**src/rtl/k054539_hostif.sv**
```systemverilog
// k054539_hostif
//   Host-side core of the 054539 PCM sound chip: CPU-visible channel and
//   control register banks, key-on/key-off channel status, and a byte port
//   through which the host reads and writes external sample RAM.
// Ports
//   CLK, RES               clock (rising edge), synchronous active-high reset
//   PIN_AB, PIN_AB09       host address; AB09 selects channel (0) / control (1) bank
//   PIN_DB_IN, PIN_DB_OUT  host write / read data (read data 0x00 while NCS high)
//   PIN_NCS/NRD/NWR        active-low host strobes, asynchronous to CLK
//   PIN_WAIT               active-low, low while a sample RAM port access runs
//   PIN_RA, PIN_RD_IN/OUT  sample RAM address, read data, write data
//   PIN_RACS/RAWP/RAOE     active-low RAM chip select, write pulse, output enable
module k054539_hostif #(
   parameter int NCH  = 8,
   parameter int RA_W = 24
) (
   input  logic            CLK,
   input  logic            RES,
   input  logic [7:0]      PIN_AB,
   input  logic            PIN_AB09,
   input  logic [7:0]      PIN_DB_IN,
   output logic [7:0]      PIN_DB_OUT,
   input  logic            PIN_NCS,
   input  logic            PIN_NRD,
   input  logic            PIN_NWR,
   output logic            PIN_WAIT,
   output logic [RA_W-1:0] PIN_RA,
   input  logic [7:0]      PIN_RD_IN,
   output logic [7:0]      PIN_RD_OUT,
   output logic            PIN_RACS,
   output logic            PIN_RAWP,
   output logic            PIN_RAOE
);

   typedef enum logic [2:0] {S_IDLE, S_SETUP, S_STB1, S_STB2, S_DONE} state_e;

   localparam logic [7:0] OFF_KON  = 8'h14;
   localparam logic [7:0] OFF_KOFF = 8'h15;
   localparam logic [7:0] OFF_P0   = 8'h28;
   localparam logic [7:0] OFF_P1   = 8'h29;
   localparam logic [7:0] OFF_P2   = 8'h2A;
   localparam logic [7:0] OFF_STAT = 8'h2C;
   localparam logic [7:0] OFF_PORT = 8'h2D;
   localparam logic [7:0] OFF_END  = 8'h30;

   logic [1:0]     ncs_q, nrd_q, nwr_q;
   logic           wr_prev_q, rd_prev_q;
   logic           wr_lvl, rd_lvl, wr_ev, rd_ev, wr_go, rd_go;

   logic [7:0]     chan_q [256];
   logic [7:0]     ctrl_q [48];

   state_e         state_q, state_d;
   logic [23:0]    ptr_q, ptr_d;
   logic [NCH-1:0] active_q, active_d;
   logic [7:0]     latch_q, latch_d;
   logic [7:0]     wdata_q, wdata_d;
   logic           is_wr_q, is_wr_d;
   logic [8:0]     rd_addr_q, rd_addr_d;

   logic           port_en, ctrl_wr_ok;
   logic [7:0]     act8, rdata;
   logic [23:0]    ra;

   // Strobe levels combine chip select with the read/write strobe; an event is
   // the first synchronized cycle the combination reads low.
   assign wr_lvl = ncs_q[1] | nwr_q[1];
   assign rd_lvl = ncs_q[1] | nrd_q[1];
   assign wr_ev  = wr_prev_q & ~wr_lvl;
   assign rd_ev  = rd_prev_q & ~rd_lvl;
   // Host events arriving while a RAM port access runs are dropped entirely.
   assign wr_go  = wr_ev & (state_q == S_IDLE);
   assign rd_go  = rd_ev & (state_q == S_IDLE);

   assign port_en = ctrl_q[47][4];
   assign act8    = 8'(active_q);

   assign ctrl_wr_ok = wr_go & PIN_AB09 & (PIN_AB < OFF_END) &
                       !(PIN_AB inside {OFF_KON, OFF_KOFF, OFF_P0, OFF_P1,
                                        OFF_P2, OFF_STAT, OFF_PORT});

   always_ff @(posedge CLK) begin
      if (RES) begin
         ncs_q     <= '1;
         nrd_q     <= '1;
         nwr_q     <= '1;
         wr_prev_q <= 1'b1;
         rd_prev_q <= 1'b1;
      end else begin
         ncs_q     <= {ncs_q[0], PIN_NCS};
         nrd_q     <= {nrd_q[0], PIN_NRD};
         nwr_q     <= {nwr_q[0], PIN_NWR};
         wr_prev_q <= wr_lvl;
         rd_prev_q <= rd_lvl;
      end
   end

   always_ff @(posedge CLK) begin
      if (RES) begin
         for (int unsigned i = 0; i < 256; i++) chan_q[i] <= '0;
         for (int unsigned i = 0; i < 48; i++)  ctrl_q[i] <= '0;
      end else begin
         if (wr_go && !PIN_AB09) chan_q[PIN_AB] <= PIN_DB_IN;
         if (ctrl_wr_ok)         ctrl_q[PIN_AB[5:0]] <= PIN_DB_IN;
      end
   end

   always_ff @(posedge CLK) begin
      if (RES) begin
         state_q   <= S_IDLE;
         ptr_q     <= '0;
         active_q  <= '0;
         latch_q   <= '0;
         wdata_q   <= '0;
         is_wr_q   <= 1'b0;
         rd_addr_q <= '0;
      end else begin
         state_q   <= state_d;
         ptr_q     <= ptr_d;
         active_q  <= active_d;
         latch_q   <= latch_d;
         wdata_q   <= wdata_d;
         is_wr_q   <= is_wr_d;
         rd_addr_q <= rd_addr_d;
      end
   end

   always_comb begin
      state_d    = state_q;
      ptr_d      = ptr_q;
      active_d   = active_q;
      latch_d    = latch_q;
      wdata_d    = wdata_q;
      is_wr_d    = is_wr_q;
      rd_addr_d  = rd_addr_q;
      ra         = '0;
      PIN_RD_OUT = '0;
      PIN_RACS   = 1'b1;
      PIN_RAWP   = 1'b1;
      PIN_RAOE   = 1'b1;
      PIN_WAIT   = 1'b0;
      unique case (state_q)
         S_IDLE: begin
            PIN_WAIT = 1'b1;
            if (wr_go && PIN_AB09) begin
               unique case (PIN_AB)
                  OFF_KON:  active_d = active_q | NCH'(PIN_DB_IN);
                  OFF_KOFF: active_d = active_q & ~NCH'(PIN_DB_IN);
                  OFF_P0:   ptr_d[7:0]   = PIN_DB_IN;
                  OFF_P1:   ptr_d[15:8]  = PIN_DB_IN;
                  OFF_P2:   ptr_d[23:16] = PIN_DB_IN;
                  OFF_PORT: if (port_en) begin
                     state_d = S_SETUP;
                     is_wr_d = 1'b1;
                     wdata_d = PIN_DB_IN;
                  end
                  default: ;
               endcase
            end
            if (rd_go) begin
               rd_addr_d = {PIN_AB09, PIN_AB};
               // A simultaneous port write already claimed the FSM.
               if (PIN_AB09 && PIN_AB == OFF_PORT && port_en && state_d == S_IDLE) begin
                  state_d = S_SETUP;
                  is_wr_d = 1'b0;
               end
            end
         end
         S_SETUP: begin
            state_d    = S_STB1;
            ra         = ptr_q;
            PIN_RD_OUT = is_wr_q ? wdata_q : '0;
            PIN_RACS   = 1'b0;
         end
         S_STB1, S_STB2: begin
            state_d    = (state_q == S_STB1) ? S_STB2 : S_DONE;
            ra         = ptr_q;
            PIN_RD_OUT = is_wr_q ? wdata_q : '0;
            PIN_RACS   = 1'b0;
            PIN_RAWP   = ~is_wr_q;
            PIN_RAOE   = is_wr_q;
            if (state_q == S_STB2 && !is_wr_q) latch_d = PIN_RD_IN;
         end
         S_DONE: begin
            state_d    = S_IDLE;
            ra         = ptr_q;
            PIN_RD_OUT = is_wr_q ? wdata_q : '0;
            ptr_d      = ptr_q + 24'd1;
         end
         default: state_d = S_IDLE;
      endcase
   end

   assign PIN_RA = RA_W'(ra);

   always_comb begin
      rdata = '0;
      if (!rd_addr_q[8]) begin
         rdata = chan_q[rd_addr_q[7:0]];
      end else if (rd_addr_q[7:0] < OFF_END) begin
         unique case (rd_addr_q[7:0])
            OFF_KON, OFF_KOFF: rdata = '0;
            OFF_P0:   rdata = ptr_q[7:0];
            OFF_P1:   rdata = ptr_q[15:8];
            OFF_P2:   rdata = ptr_q[23:16];
            OFF_STAT: rdata = act8;
            OFF_PORT: rdata = latch_q;
            default:  rdata = ctrl_q[rd_addr_q[5:0]];
         endcase
      end
   end

   assign PIN_DB_OUT = PIN_NCS ? '0 : rdata;

endmodule

```
**config.mk**
```make
export PLATFORM = sky130hd
export DESIGN_NAME = k054539_hostif
export DESIGN_NICKNAME = d
export VERILOG_FILES = /design/src/rtl/k054539_hostif.sv
export SDC_FILE = /design/constraint.sdc
export NUM_CORES = 2
export LEC_CHECK = 0
export CAP_MARGIN = 30
export CORE_UTILIZATION = 40
export DETAILED_ROUTE_END_ITERATION = 16
export HOLD_SLACK_MARGIN = 0.12
export PLACE_DENSITY_LB_ADDON = 0.08
export RECOVER_POWER = 25
export SKIP_CTS_REPAIR_TIMING = 1
export SLEW_MARGIN = 0
export SYNTH_ARGS = -nofsm -noshare
export SYNTH_HDL_FRONTEND = slang
export SYNTH_SLANG_ARGS = --single-unit
```
**constraint.sdc**
```tcl
create_clock -name CLK -period 3.2 [get_ports CLK]
set_input_delay 0.8 -clock CLK [delete_from_list [all_inputs] [get_ports CLK]]
set_output_delay 0.8 -clock CLK [all_outputs]
set_load 0.01 [all_outputs]
```
# [After elaboration in Yosys (flattened, before gate mapping)]
# Memories as Yosys holds them, arrays and structs flattened. A register that Yosys moved wholly into a read port is not among the register bits.
# Index checks and enable logic that the tools add are counted.
[op_classes] addsub=1 order_cmp=2 n_eq_ne=22 n_mux=48 bitwise_logic=15 reduce_logical=27
[ops] operator="$mux 8" n=13
[ops] operator="$eq 8x6->1 const B" n=10
[ops] operator="$mux 24" n=2
[ops] operator="$pmux 24 s2" n=1
[ops] operator="$pmux 8 s6" n=1
[ops] operator="$eq 8x5->1 const B" n=4
[ops] operator="$add 24x1->24 const B" n=1
[ops] operator="$mux 3" n=7
[ops] operator="$mux 1" n=19
[ops] operator="$mux 6" n=3
[ops] operator="$lt 8x6->1 const B" n=2
[ops] operator="$pmux 8 s2" n=1
[ops] operator="$reduce_or 8->1" n=2
[ops] operator="$reduce_and 3->1" n=4
[ops] operator="$pmux 3 s3" n=1
[ops] operator="$and 8x8->8" n=1
[ops] operator="$ne 2x1->1 const B" n=4
[ops] operator="$not 8->8" n=1
[ops] operator="$or 8x8->8" n=1
[ops] operator="$and 1x1->1" n=7
[ops] operator="$reduce_bool 7->1" n=1
[ops] operator="$eq 3x2->1 const B" n=2
[ops] operator="$logic_and 1x1->1" n=6
[ops] operator="$logic_not 3->1" n=2
[ops] operator="other kinds (11)" n=19
[word_totals] register_bits=69 mem_bits_rw=2432 input_bits=30 output_inout_bits=44 elab_cells=131 memories=2
[memory_table] memory="chan_q" words=256 word_bits=8 read_ports=1 rd_ports_with_merged_regs=1 wr=256 line="50" text="logic [7:0] chan_q [256];"
[memory_table] memory="ctrl_q" words=48 word_bits=8 read_ports=2 rd_ports_with_merged_regs=1 wr=48 line="51" text="logic [7:0] ctrl_q [48];"

# [Longest topological paths before layout]
[logic_depth] depth_word=12 mapped_depth=14

# [Worst setup path after synthesis]
# OpenSTA, ideal clock, no wires.
[synth_timing] kind="flip-flop to output port" startpoint="register (tool-made name)" endpoint="output port PIN_DB_OUT[1]" arrival_ps=2422 path_slack_ps=-22 stages_incl_launch_ff=9 n_path_buf=3 cell_sequence="dfxtp_1 > buf_6 > buf_12 > buf_8 > mux4_1 > mux4_2 > a2111oi_2 > nor2_1 > o211a_1"
[synth_lines] item="end, declared" line="22" text="output logic [7:0] PIN_DB_OUT,"

==> flow_metrics.py <==
metrics = {
    "global_routing": {
        "grt_use_total": 0.272,
        "grt_antenna_before_repair": 18,
        "grt_overflow_total": 0,
        "grt_max_degree": 152,
        "grt_pass1_wl_um": 609000,
        "grt_pass1_vias": 81200,
    },
    "finish": {
        "syn2layout_area_growth_pct": 24.4,
        "final_util": 0.502,
        "layout-drive-gt1-share": 0.285,
        "ff_latch_area_sq_um": 78400,
        "fillers": 26200,
        "multi_input_area_sq_um": 42900,
        "final_nets": 9937,
    },
    "sta": {
        "hold_viol": 0,
        "fin_worst_skew_ps": 37.2,
        "period_minus_slack_ps": 5050,
        "hold_ws_ps": 417,
        "setup_slack_ps": -1850,
        "max_slew.worst_pin.slew_ps": 3160,
        "finalCritPeriodShare": 1.58,
        "final-setup-viol-count": 2851,
        "maxSlewViolCount": 512,
        "max_slew_margin": -1.10,
        "rsz0062_at_grt": "yes",
        "fmax_mhz": 198,
    },
    "critical_path": {
        "r2r-end": "chan_q[19][5]$_SDFFCE_PN0P_",
        "cpMostUsedCell": "buf_12",
        "r2r_cells": 10,
        "cp-endpoint": "PIN_DB_OUT[4]",
        "required_ps": 2400,
        "cp-end-kind": "output port",
        "cp_max_fo": 5,
        "crit_slowest_cell": "mux4_2",
        "reg2reg_slack_ps": -460,
        "cp_cell_sequence": "buf_12 > buf_12 > buf_6 > buf_6 > buf_12 > mux4_2 > o211ai_1 > o311ai_4 > nor3_4 > o2111ai_4 > and3_4 > buf_4 > buf_2",
        "critPathKind": "reg -> out",
        "r2r-start": "state_q[2]$_SDFF_PP0_",
        "worstPathArrival_ps": 4250,
        "critical-path-max-stage-delay_ps": 490,
        "start_kind": "flop",
    },
    "clocking": {
        "clock-sinks": 2637,
        "htreeDepth": 5,
        "numCtsBuffers": 306,
        "tritoncts": "yes",
        "cts.path.max_buffers": 4,
        "clock_latency_ps": 910,
        "clk_pin_slew_ps": 60,
        "cts-root-buf": "clkbuf_16",
    },
    "detailed_routing": {
        "vias": 82500,
        "first_iter_violations": 8923,
        "wl_um": 436000,
        "via_per_inst": 5.79,
        "firstDrtPassIters": 7,
        "drc_errors": 0,
        "routedWlPerCell_um": 30.6,
        "ant_nets": 0,
    },
    "die": {
        "ioPinCount": 74,
        "die_w_um": 559,
        "core_area_sq_um": 307000,
        "num_rows": 203,
        "die_area_sq_um": 312000,
        "die_height_um": 559,
        "start_util": 0.403,
    },
    "synthesis": {
        "async_reset_ff_frac": 0,
        "synthTopCellsByArea": "edfxtp_1 62%, and3_1 8.3%, mux4_2 6.6%",
        "synthTopCellsByCount": "2560 x edfxtp_1, 1639 x and3_1, 794 x and2_1",
        "synthFlopType": "edfxtp_1",
        "synthDistinctLibCells": 93,
        "synth_area_per_cell_sq_um": 14.4,
        "synth.top_cell.area_share": 0.620,
        "yosysWarnings": 0,
        "synth.most_common_cell": "edfxtp_1",
        "synth_edf_count": 2560,
        "ys_seq_area_frac": 0.633,
        "ys_seq_elements": 2637,
        "synth_area_sq_um": 124000,
        "yosysTopAreaCell": "edfxtp_1",
        "synthCells": 8613,
    },
    "pwr": {
        "pwr-share-comb": 0.055,
        "p_sw_w": 0.0178,
        "leakagePower_nw": 62.7,
        "p_per_area_nw_per_um2": 506,
        "switching_share": 0.228,
        "max-vdd-ir-drop_v": 0.000393,
        "clock_power_share": 0.440,
        "p_int_w": 0.0602,
        "seqPwrFrac": 0.504,
    },
    "place": {
        "place_hpwl_um": 295000,
        "pre_cts_ws_ps": -2350,
        "globalplace.congestion": 0.911,
        "numPortBuffers": 73,
    },
    "outcome": {
        "violations": "max-capacitance violations, max-slew violations, negative setup slack",
        "status": "finished, violations left",
    },
    "min_path": {
        "hold_path_class": "reg -> reg",
    },
    "job": {
        "maxCapViolations": 9,
    },
}
==> through the flow <==
step / cells / TNS (ps) / instance area, sq um / total power, W
4_1_cts: 14100 / -33710 / 151000 / 0.0785
2_1_floorplan: 8796 / -4.84 / 125000 / 0.0418
5_1_grt: 14200 / -769490 / 154000 / 0.0801
3_5_place_dp: 13500 / -462610 / 141000 / 0.0443
3_3_place_gp: 13500 / -468810 / 141000 / 0.0442
6_report: 14300 / -501890 / 154000 / 0.0781
==> cell usage in the layout (no fill, tap or decap), types with 99 or more instances in the layout <==
| master | instances |
|---|---|
| nand2_1 | 113 |
| conb_1 | 184 |
| o21ai_0 | 101 |
| and3_1 | 1635 |
| clkbuf_16 | 333 |
| and2_1 | 742 |
| clkbuf_1 | 115 |
| edfxtp_1 | 2560 |
| nor2_1 | 230 |
| mux2i_1 | 430 |
| buf_4 | 1216 |
| or2_2 | 107 |
| mux4_2 | 378 |
| a221oi_1 | 99 |
| a21o_1 | 203 |
| buf_12 | 287 |
==> worst min path at each step <==
stage	start	slack, ps	to	depth (start not counted)
finish	nwr_q[0]$_SDFF_PP1_	420	nwr_q[1]$_SDFF_PP1_	1
global route	ncs_q[0]$_SDFF_PP1_	430	ncs_q[1]$_SDFF_PP1_	1
CTS	RES	180	wr_prev_q$_SDFF_PP1_	4
detailed placement	ncs_q[0]$_SDFF_PP1_	410	ncs_q[1]$_SDFF_PP1_	1
global placement	ncs_q[0]$_SDFF_PP1_	400	ncs_q[1]$_SDFF_PP1_	1
floorplan	ncs_q[0]$_SDFF_PP1_	390	ncs_q[1]$_SDFF_PP1_	1
==> cells by family after synthesis <==
logic type      after synthesis  synth area share
other cells                   1         0.0000303
compound gates              896            0.0522
xor+xnor                      2          0.000141
simple gates               3145             0.151
fa+ha+maj                     1          0.000101
flops                      2637             0.633
mux                         928             0.123
buf+inv                    1003            0.0411
==> metal layers <==
metal	vias up	share of wire	global-route usage
met5	-	0.000030	0
li1	35800	-	-
met2	3262	0.48	0.444
met3	650	0.069	0.0373
met1	42800	0.42	0.375
met4	2	0.037	0.0866
==> power by group through the flow <==
stage	sequential, W	clock, W	combinational [W]
global route	0.0395	0.0361	0.00450
global placement	0.0400	0	0.00415
floorplan	0.0399	0	0.00187
CTS	0.0394	0.0349	0.00419
detailed placement	0.0401	0	0.00418
finish	0.0394	0.0344	0.00431
==> sequential cells by signal, summed over array words and instances, names as in the netlist, named ones only <==
name       cells
nwr_q          2
nrd_q          2
latch_q        8
ptr_q         24
wdata_q        8
state_q        3
wr_prev_q      1
chan_q      2048
ctrl_q       512
ncs_q          2
rd_prev_q      1
rd_addr_q      9
is_wr_q        1
==> layout make-up <==
cell class	count	area share
clock inverters	162	0.00991
multi-input cells	5156	0.278
flip-flops and latches	2637	0.509
diodes	8	0.000130
repair buffers	1792	0.117
clock buffers	384	0.0524
inverters	13	0.000382
well taps	4100	0.0333
==> critical path, delay by kind of cell (launching register included) <==
| family | cells | cell delay [ps] |
|---|---|---|
| flops | 1 | 390 |
| mux | 1 | 490 |
| compound gates | 3 | 780 |
| simple gates | 2 | 680 |
| buf+inv | 7 | 950 |
No activity file was read; power rests on OpenSTA's default activity.
